===== src/rtl/pc_pkg.sv =====
// rtl/pc_pkg.sv - shared types and constants for the program-counter sequencer
package pc_pkg;

    localparam int INSTR_BYTES = 4;

    // Legal next-PC selects; encodings 6 and 7 are reserved/illegal.
    typedef enum logic [2:0] {
        PC_PLUS4  = 3'd0,
        PC_JALR   = 3'd1,
        PC_BRANCH = 3'd2,
        PC_JAL    = 3'd3,
        PC_MTVEC  = 3'd4,
        PC_MEPC   = 3'd5
    } pc_src_t;

    typedef enum logic {
        RUN      = 1'b0,
        REDIRECT = 1'b1
    } pc_state_t;

endpackage


===== src/rtl/pc_ras.sv =====
// rtl/pc_ras.sv - circular return-address stack with saturating occupancy count
//
// Ports:
//   clk, pc_reset   clock, synchronous active-high reset
//   push, pop       stack operations (already qualified by the caller)
//   push_data       return address to store
//   top             top-of-stack entry, 0 when empty
//   valid           stack holds at least one entry
module pc_ras #(
    parameter int XLEN      = 32,
    parameter int RAS_DEPTH = 4
) (
    input  logic            clk,
    input  logic            pc_reset,
    input  logic            push,
    input  logic            pop,
    input  logic [XLEN-1:0] push_data,
    output logic [XLEN-1:0] top,
    output logic            valid
);

    localparam int PW = $clog2(RAS_DEPTH);
    localparam int CW = $clog2(RAS_DEPTH + 1);

    logic [XLEN-1:0] mem [RAS_DEPTH];
    logic [PW-1:0]   ptr;      // next slot to write
    logic [PW-1:0]   top_idx;  // most recently written slot
    logic [CW-1:0]   count;

    // RAS_DEPTH is a power of two, so the pointer wraps naturally.
    assign top_idx = ptr - PW'(1);
    assign valid   = (count != '0);
    assign top     = valid ? mem[top_idx] : '0;

    always_ff @(posedge clk) begin
        if (pc_reset) begin
            ptr   <= '0;
            count <= '0;
        end else if (push && (!pop || count == '0)) begin
            // Plain push (or push+pop on empty): when full the oldest entry
            // is overwritten because the write slot wraps onto it.
            mem[ptr] <= push_data;
            ptr      <= ptr + PW'(1);
            if (count != CW'(RAS_DEPTH))
                count <= count + CW'(1);
        end else if (push && pop) begin
            // Return immediately followed by a call: replace the top in place.
            mem[top_idx] <= push_data;
        end else if (pop && count != '0) begin
            ptr   <= top_idx;
            count <= count - CW'(1);
        end
    end

endmodule


===== src/rtl/pc_sequencer.sv =====
// rtl/pc_sequencer.sv - PC register, next-PC select, misalign trap redirect and RAS
//
// Ports:
//   clk, pc_reset            clock, synchronous active-high reset
//   pc_write, pc_source      advance enable and next-PC select (6/7 illegal)
//   jalr, branch, jal        control-transfer targets
//   mtvec, mepc              trap vector (low 2 bits ignored) and trap return
//   ras_push, ras_pop        call/return bookkeeping for the current transfer
//   pc_out, pc_plus4         registered PC and its wrapping +4
//   misalign_fault, fault_addr  fault pulse and held offending target
//   illegal_src              pulse for a reserved select with pc_write
//   ras_top, ras_valid       return-address stack view
module pc_sequencer
    import pc_pkg::*;
#(
    parameter int              XLEN      = 32,
    parameter logic [XLEN-1:0] RESET_VEC = '0,
    parameter int              RAS_DEPTH = 4,
    parameter int              C_EXT     = 0
) (
    input  logic            clk,
    input  logic            pc_reset,
    input  logic            pc_write,
    input  logic [2:0]      pc_source,
    input  logic [XLEN-1:0] jalr,
    input  logic [XLEN-1:0] branch,
    input  logic [XLEN-1:0] jal,
    input  logic [XLEN-1:0] mtvec,
    input  logic [XLEN-1:0] mepc,
    input  logic            ras_push,
    input  logic            ras_pop,
    output logic [XLEN-1:0] pc_out,
    output logic [XLEN-1:0] pc_plus4,
    output logic            misalign_fault,
    output logic [XLEN-1:0] fault_addr,
    output logic            illegal_src,
    output logic [XLEN-1:0] ras_top,
    output logic            ras_valid
);

    pc_state_t       state_q, state_d;
    logic [XLEN-1:0] pc_d;
    logic [XLEN-1:0] fault_addr_d;
    logic            fault_d;
    logic            illegal_d;
    logic [XLEN-1:0] tgt;
    logic [XLEN-1:0] mtvec_base;
    logic            check_align;
    logic            src_legal;
    logic            misaligned;
    logic            ras_push_en;
    logic            ras_pop_en;

    assign pc_plus4   = pc_out + XLEN'(INSTR_BYTES);
    assign mtvec_base = mtvec & ~XLEN'(3);

    always_comb begin
        tgt         = pc_plus4;
        check_align = 1'b0;
        src_legal   = 1'b1;
        case (pc_source)
            PC_PLUS4:  tgt = pc_plus4;
            PC_JALR:   begin tgt = jalr;   check_align = 1'b1; end
            PC_BRANCH: begin tgt = branch; check_align = 1'b1; end
            PC_JAL:    begin tgt = jal;    check_align = 1'b1; end
            PC_MTVEC:  tgt = mtvec_base;
            PC_MEPC:   begin tgt = mepc;   check_align = 1'b1; end
            default:   src_legal = 1'b0;
        endcase
    end

    // Compressed-ISA builds only need halfword alignment.
    assign misaligned = check_align &&
                        ((C_EXT != 0) ? tgt[0] : (tgt[1:0] != 2'b00));

    always_comb begin
        state_d      = state_q;
        pc_d         = pc_out;
        fault_d      = 1'b0;
        illegal_d    = 1'b0;
        fault_addr_d = fault_addr;
        ras_push_en  = 1'b0;
        ras_pop_en   = 1'b0;
        case (state_q)
            RUN: begin
                if (pc_write) begin
                    if (!src_legal) begin
                        illegal_d = 1'b1;
                    end else if (misaligned) begin
                        fault_d      = 1'b1;
                        fault_addr_d = tgt;
                        state_d      = REDIRECT;
                    end else begin
                        pc_d        = tgt;
                        ras_push_en = ras_push;
                        ras_pop_en  = ras_pop;
                    end
                end
            end
            REDIRECT: begin
                // Trap entry is forced; the control FSM has no say here.
                pc_d    = mtvec_base;
                state_d = RUN;
            end
            default: state_d = RUN;
        endcase
    end

    always_ff @(posedge clk) begin
        if (pc_reset) begin
            state_q        <= RUN;
            pc_out         <= RESET_VEC;
            misalign_fault <= 1'b0;
            illegal_src    <= 1'b0;
            fault_addr     <= '0;
        end else begin
            state_q        <= state_d;
            pc_out         <= pc_d;
            misalign_fault <= fault_d;
            illegal_src    <= illegal_d;
            fault_addr     <= fault_addr_d;
        end
    end

    pc_ras #(
        .XLEN      (XLEN),
        .RAS_DEPTH (RAS_DEPTH)
    ) u_ras (
        .clk       (clk),
        .pc_reset  (pc_reset),
        .push      (ras_push_en),
        .pop       (ras_pop_en),
        .push_data (pc_plus4),
        .top       (ras_top),
        .valid     (ras_valid)
    );

endmodule


===== config.mk =====
export PLATFORM = sky130hd
export DESIGN_NAME = pc_sequencer
export DESIGN_NICKNAME = d
export VERILOG_FILES = /design/src/rtl/pc_pkg.sv /design/src/rtl/pc_ras.sv /design/src/rtl/pc_sequencer.sv
export SDC_FILE = /design/constraint.sdc
export NUM_CORES = 1
export LEC_CHECK = 0
export ABC_AREA = 1
export CAP_MARGIN = 30
export CORE_MARGIN = 10
export CORE_UTILIZATION = 40
export DETAILED_ROUTE_END_ITERATION = 8
export PLACE_DENSITY = 0.7
export SLEW_MARGIN = 20
export SYNTH_ARGS = -nofsm -noshare
export SYNTH_HDL_FRONTEND = slang
export SYNTH_SLANG_ARGS = --single-unit

===== constraint.sdc =====
create_clock -name clk -period 5.7 [get_ports clk]
set_clock_uncertainty 0.05 [all_clocks]
set_input_delay 1.14 -clock clk [delete_from_list [all_inputs] [get_ports clk]]
set_output_delay 1.14 -clock clk [all_outputs]
set_load 0.02 [all_outputs]

After elaboration in Yosys (flattened, before gate mapping)

Memory sizes are Yosys's and may differ from the RTL's.
Cells that the tools add are included.

Memory bits (writable): 128
Memories: 1
Output and inout bits: 131
Bits of input ports: 168
Logic and storage cells: 84
Bits in registers: 72

Reduce and logical (&&, ||, !) cells: 20
Eq/ne operators: 11
Bitwise operators: 2
Add/subtract/negate cells: 5
Multiplexer cells: 38

Memories:

| memory    | depth | width | read ports | clocked after memory_dff | wr ports | RTL line     | text |
|---|---|---|---|---|---|---|---|
| u_ras.mem | 4     | 32    | 1          | 0                        | 1        | pc_ras.sv:25 | `logic [XLEN-1:0] mem [RAS_DEPTH];` |

Operator list:

| operator                                                           | count |
|---|---|
| 32-bit 2-to-1 mux                                                  | 5 |
| 32-bit one-hot mux with 5 select lines                             | 1 |
| 32-bit one-hot mux with 2 select lines                             | 1 |
| 32-bit by 3-bit adder with 32-bit output, second input constant    | 1 |
| 32-bit OR reduction                                                | 1 |
| 1-bit 2-to-1 mux                                                   | 22 |
| 3-bit 2-to-1 mux                                                   | 4 |
| 2-bit 2-to-1 mux                                                   | 4 |
| 2-bit != test, second input constant                               | 4 |
| 3-bit by 2-bit == test with 1-bit output, second input constant    | 2 |
| 3-bit == test, second input constant                               | 2 |
| 3-bit zero test                                                    | 2 |
| 3-bit AND reduction                                                | 2 |
| 6-bit OR reduction                                                 | 1 |
| 1-bit logical AND                                                  | 4 |
| 4-bit AND reduction                                                | 1 |
| 2-bit nonzero test                                                 | 2 |
| 4-bit OR reduction                                                 | 1 |
| 3-bit by 1-bit adder with 3-bit output, second input constant      | 1 |
| 3-bit by 1-bit == test with 1-bit output, second input constant    | 1 |
| 3-bit != test, second input constant                               | 1 |
| 3-bit nonzero test                                                 | 1 |
| 3-bit OR reduction                                                 | 1 |
| 3-bit by 1-bit subtractor with 3-bit output, second input constant | 1 |
| 9 further kinds                                                    | 10 |

Longest topological paths before layout

Depth in word-level cells: 16
Depth in mapped cells: 18

Hierarchy

A second synthesis with hierarchy kept.

Cells, all modules: 1,356
Area total of the unflattened synthesis: 10,328.7 µm²

Modules (own cells, without submodules):

| module       | instances | cells each | area each (µm²) |
|---|---|---|---|
| pc_ras       | 1         | 434        | 5,267.6 |
| pc_sequencer | 1         | 922        | 5,061.1 |

Worst setup path before layout

No wires, ideal clock.

Kind: input to register
Start point: in pc_source[2]
End point: mem u_ras.mem[2][0] (enable)
Setup time: 0.421 ns
Data arrival time: 3.876 ns
Data required time: 5.229 ns
Path slack: 1.353 ns
Cell stages on the path: 16
Cells stage by stage: buf_4 > inv_2 > nand2_1 > nand3_2 > or2_1 > nand2_2 > nand2_4 > nand2_4 > nand2_2 > nor2_4 > nand2_2 > clkinv_2 > nand2_1 > nand2_1 > nand3_1 > nor2_1

Cells in the longest elaborated chain, start to end: 16
Elaborated cells on any way between the ends: 35
Classes of those cells: eq/ne (5); mux (20); reduce/logical (10)

RTL lines:

| item                                                                                | RTL line                               | text |
|---|---|---|
| from (decl)                                                                         | pc_sequencer.sv:24                     | `input logic [2:0] pc_source,` |
| 3-bit == test, or another cell as far along                                         | pc_sequencer.sv:61                     | `case (pc_source)` |
| 32-bit one-hot mux with 5 select lines / 4-bit OR reduction (equally long branches) | --                                     |  |
| 2-bit nonzero test / 1-bit 2-to-1 mux (equally long branches)                       | pc_sequencer.sv:74, pc_sequencer.sv:61 |  |
| 1-bit logical AND                                                                   | pc_sequencer.sv:73                     | `assign misaligned = check_align &&` |
| 1-bit 2-to-1 mux                                                                    | pc_sequencer.sv:89                     | `end else if (misaligned) begin` |
| 1-bit 2-to-1 mux                                                                    | pc_sequencer.sv:87                     | `if (!src_legal) begin` |
| 1-bit 2-to-1 mux                                                                    | pc_sequencer.sv:86                     | `if (pc_write) begin` |
| 1-bit 2-to-1 mux                                                                    | pc_sequencer.sv:84                     | `case (state_q)` |
| 1-bit zero test                                                                     | pc_ras.sv:39                           | `end else if (push && (!pop \|\| count == '0)) begin` |
| 1-bit logical OR                                                                    | pc_ras.sv:39                           |  |
| 1-bit logical AND                                                                   | pc_ras.sv:39                           |  |
| 1-bit 2-to-1 mux                                                                    | pc_ras.sv:39                           |  |
| 1-bit 2-to-1 mux                                                                    | pc_ras.sv:36                           | `if (pc_reset) begin` |
| 1-bit 2-to-1 mux (implied by the code)                                              | pc_ras.sv:48                           | `mem[top_idx] <= push_data;` |
| 32-bit OR reduction (no line)                                                       | --                                     |  |
| 2-bit 2-to-1 mux (no line) / 1-bit 2-to-1 mux (equally long branches)               | --                                     |  |
| to (decl)                                                                           | pc_ras.sv:25                           |  |

Parallel ways exist; a longest one is shown, timed or not.

Final worst setup path

Start point: reg pc_out[2]
End point: out pc_plus4[24]

Cells in the longest elaborated chain, start to end: 1

RTL lines:

| item                                     | RTL line            | text |
|---|---|---|
| from (decl)                              | pc_sequencer.sv:32  | `output logic [XLEN-1:0] pc_out,` |
| from (signal assigned)                   | pc_sequencer.sv:118 | `pc_out <= pc_d;` |
| 32-bit by 3-bit adder with 32-bit output | pc_sequencer.sv:54  | `assign pc_plus4 = pc_out + XLEN'(INSTR_BYTES);` |
| to (decl)                                | pc_sequencer.sv:33  | `output logic [XLEN-1:0] pc_plus4,` |

No other way between the ends.

==> metrics list <==
- The run finished with clean final reports.
- Cells along the critical path: ha_1, nand3_1, inv_1, nand2_1, inv_1, nand2_1, nor2_2, nand3_1, xor2_1, clkdlybuf4s50_1
* Largest net degree at the start of global routing: 58
- After synthesis, the share of cell area in mux cells is 0%.
* Overall power after layout: 3.80 mW
- Worst setup path category: register to output pin
- In the final timing run, aggregate negative setup slack is 0 ns.
* Standby leakage power: 5.08 nW
* Transition time at the pin with the least slew margin: 0.933 ns
- Final cell utilization of the core: 57.6%
- Cell at the root of the clock tree: sky130_fd_sc_hd__clkbuf_16
- The worst register-to-register path begins at misalign_fault.
* Sink of the worst hold path: fault_addr[16]
* CTS-repair resized insts: 0
* CTS clk-pin slew, worst paths: approximately 0.07 ns
- Yosys mapped a number of flops with a built-in enable equal to 128.
- Sequential-to-total area share from yosys stat: 54.2%
- Routability-driven placement finished with a final weighted congestion of 0.930.
- Total global routing track utilization: 23.0%
- The via count of the first global-routing pass was 9049.
* Crit-path max cell delay: 0.74 ns
- Most common flop cell mapped by yosys: sky130_fd_sc_hd__edfxtp_1
* Number of vias after detailed routing: 9200
- CP arrival: 3.44 ns
* # port buffers: 296
- Slew Limit Headroom: 37.7%
* Async SR Flop Fraction: 0%
- Number of warning messages in the yosys log: 0
* Endpoint type of the worst setup path: output pin
* Layout overhead on the synthesized area: 40.6%
- In this run the power density over the cells is between 200 and 300 nW/µm².
- Combinational family with the most area after synthesis: simple AND/OR/NAND/NOR gates
* Max FO, Critical Path: 6
* FF-to-FF End: u_ras.mem[3][20]
* Filler cell count: 2138
- In the finished design, the share of the clock period the worst path needs comes to 81.2%.
- Beginning of the worst hold path: fault_addr[16]
- Synthesis instantiated just under 50 different standard cells from the library.
- For this design, the slowest cell found on the critical path is sky130_fd_sc_hd__clkdlybuf4s50_1.
* Die outline area: 30900 µm²
- Measured along the x axis, the die boundary spans 176 µm.
* CTS HTree Levels: 4
* Count of antenna-violating nets left after detailed routing: 0
- Number of synthesized register bits: around 200
- DP HPWL: 27.7 mm
- Along the worst hold path, the cell count comes to 1.
- Cells with a size suffix above 1 make up under 10% of the layout.
* I/O pins: 299
- Area used by sequential logic in the layout: 5270 µm²
- Kind of launch point of the worst setup path: register
* Clock Path Buffers: 2
* First-pass GRT wire length: 54.6 mm
- Total routed wirelength: roughly 37 mm
* Number of hold buffers added after CTS: 0
* Synthesized area per cell: about 8.9 µm²
- TritonCTS built the clock tree.
* Syn Std Cell Area: 9710 µm²
* CTS sink cnt: a little under 200
* Final Critical Period: ~4.6 ns
- Register-to-register path setup slack: 2.67 ns
* Die boundary height: 176 µm
* Number of vias per cell after detailed routing: about 5.4
- VDD sags by at most 0.168 mV.
* Highest achievable clock rate: 0.216 GHz
- Number of rows in the core area: between 50 and 60
- Post-CTS timing repair inserted 0 buffers for setup.
- Starting Density: 41.0%
* Number of antenna violations at the first check in global routing: 4
* Count of TritonRoute iterations in the first routing pass: 5
- Share of synthesized cell area in full adder, half adder and majority cells: less than 1%
- Summing all multi-input logic gate instances after layout gives just under 4000 µm².
* Synth Net Count: 1257
- Clock buffer count from CTS: 17
* First DRT Iteration DRCs: 800
- Core Box Area: 23700 µm²
* Remaining design rule violation count: 0
* Layout Nets: 1536
- RSZ-0062 raised after global routing: false
- Across the run, the number of max-cap violations was 0.
* Mapped Cells: 1087
* Post-synthesis share of cell area spent on xor and xnor gates: under 10%
* Final Slew Violations: 0
- The min-delay analysis places its worst path in the category register to register.
* Cells on worst reg2reg path: 12
* Synthesized-area fraction occupied by ao, oa, aoi and oai cells: ~17%
- After detailed routing, the average wire length per cell comes to 21.6 µm.
- GRT Residual Overflow: 0
- Required time at the endpoint of the critical path: 4.51 ns
- The final number of hold-violating endpoints was 0.
- Setup violations remaining at the end of the flow were counted as 0.
- Clk_lat worst skew: 0.44 ns
- Simple-gate share of the synthesized area: 20.4%
## power breakdown
group | switching, mW | leakage [nW] | total, mW | internal, mW
logic | 0.524 | 3.06 | 0.923 | 0.399
clock network | 0.568 | 0.284 | 1.23 | 0.660
registers | 0.0558 | 1.74 | 1.65 | 1.60
## metal layers
metal,GRT usage [%],wire (µm),vias to the layer above
li1,-,-,4368
met1,27.7,14900,4387
met2,38.7,18100,405
met3,6.39,3140,40
met4,7.28,591,0
met5,0,0,-
## cell usage in the layout, fill, tap and decap left out, types with 10 or more instances in the layout
cell type / synthesis / layout
sky130_fd_sc_hd__dfxtp_1: 71 / 71
sky130_fd_sc_hd__o21ai_0: 51 / 51
sky130_fd_sc_hd__inv_1: 62 / 62
sky130_fd_sc_hd__edfxtp_1: 128 / 128
sky130_fd_sc_hd__buf_4: 10 / 24
sky130_fd_sc_hd__a22o_1: 39 / 39
sky130_fd_sc_hd__clkbuf_16: 0 / 17
sky130_fd_sc_hd__xor2_1: 20 / 20
sky130_fd_sc_hd__a31oi_1: 56 / 56
sky130_fd_sc_hd__nand3_1: 38 / 38
sky130_fd_sc_hd__nor2_1: 57 / 50
sky130_fd_sc_hd__a21oi_1: 47 / 47
sky130_fd_sc_hd__a221oi_1: 10 / 10
sky130_fd_sc_hd__clkdlybuf4s50_1: 0 / 296
sky130_fd_sc_hd__nand4_1: 15 / 15
sky130_fd_sc_hd__nand2_1: 327 / 327
## area by class of cell
| class | instances | area share, % |
|---|---|---|
| sequential | 199 | 38.6 |
| multi-input combinational | 754 | 28.7 |
| timing repair buffer | 322 | 23.3 |
| clock buffer | 18 | 3.14 |
| tap | 319 | 2.92 |
| inverter | 72 | 1.99 |
| clock inverter | 14 | 1.23 |
| antenna | 4 | 0.0733 |
## how the worst max path moves through the flow
stage,cells after the start,slack (ns),startpoint,to
floorplan,16,1.35,pc_source[2],u_ras.mem[2][0]
global placement,17,1.15,pc_source[2],u_ras.mem[2][26]
detailed placement,17,1.13,pc_source[2],u_ras.mem[3][30]
CTS,10,1.04,pc_out[2],pc_plus4[24]
global route,8,0.78,pc_out[7],pc_plus4[31]
finish,10,1.07,pc_out[2],pc_plus4[24]
## sequential cells by signal, indices dropped and copies added (netlist names)
| register | flops |
|---|---|
| u_ras.count | 3 |
| misalign_fault | 1 |
| u_ras.mem | 128 |
| u_ras.ptr | 2 |
| pc_out | 32 |
| fault_addr | 32 |
| illegal_src | 1 |
## cells by family after synthesis
group / count (synthesis)
and+or+nand+nor: 470
AOI/OAI and AO/OA: 256
DFF: 199
buffers and inverters: 134
xor gates and xnor gates: 26
adders and majority gates: 2
## through the flow
stage / hold WS [ns] / cell area (µm²) / std cells / setup slack, ns
after floorplan: 0.444 / 9710 / 1087 / 1.35
after global placement: 0.398 / 13000 / 1664 / 1.15
after detailed placement: 0.410 / 13000 / 1666 / 1.13
after CTS: 0.427 / 13600 / 1698 / 1.04
after global routing: 0.434 / 13600 / 1702 / 0.781
final: 0.426 / 13600 / 1702 / 1.07
## synthesized netlist by cell type (all sizes together), types with 19 or more instances
cell | n | area share (%)
inv | 68 | 2.6
o21ai | 59 | 3.0
a31oi | 56 | 3.6
a21oi | 48 | 2.5
clkbuf | 43 | 1.7
nand2 | 334 | 13
dfxtp | 71 | 15
a22o | 39 | 3.5
xor2 | 20 | 1.8
edfxtp | 128 | 40
nand3 | 40 | 2.2
nor2 | 61 | 2.6
buf | 19 | 1.2
## worst max-delay path, delay by kind of cell, from the launching register on
| kind | cells | cell delay, ns |
|---|---|---|
| buf+inv | 3 | 1.00 |
| simple gates | 5 | 0.75 |
| fa+ha+maj | 1 | 0.25 |
| xor+xnor | 1 | 0.55 |
| flops | 1 | 0.46 |
No activity file was read; power rests on OpenSTA's default activity.
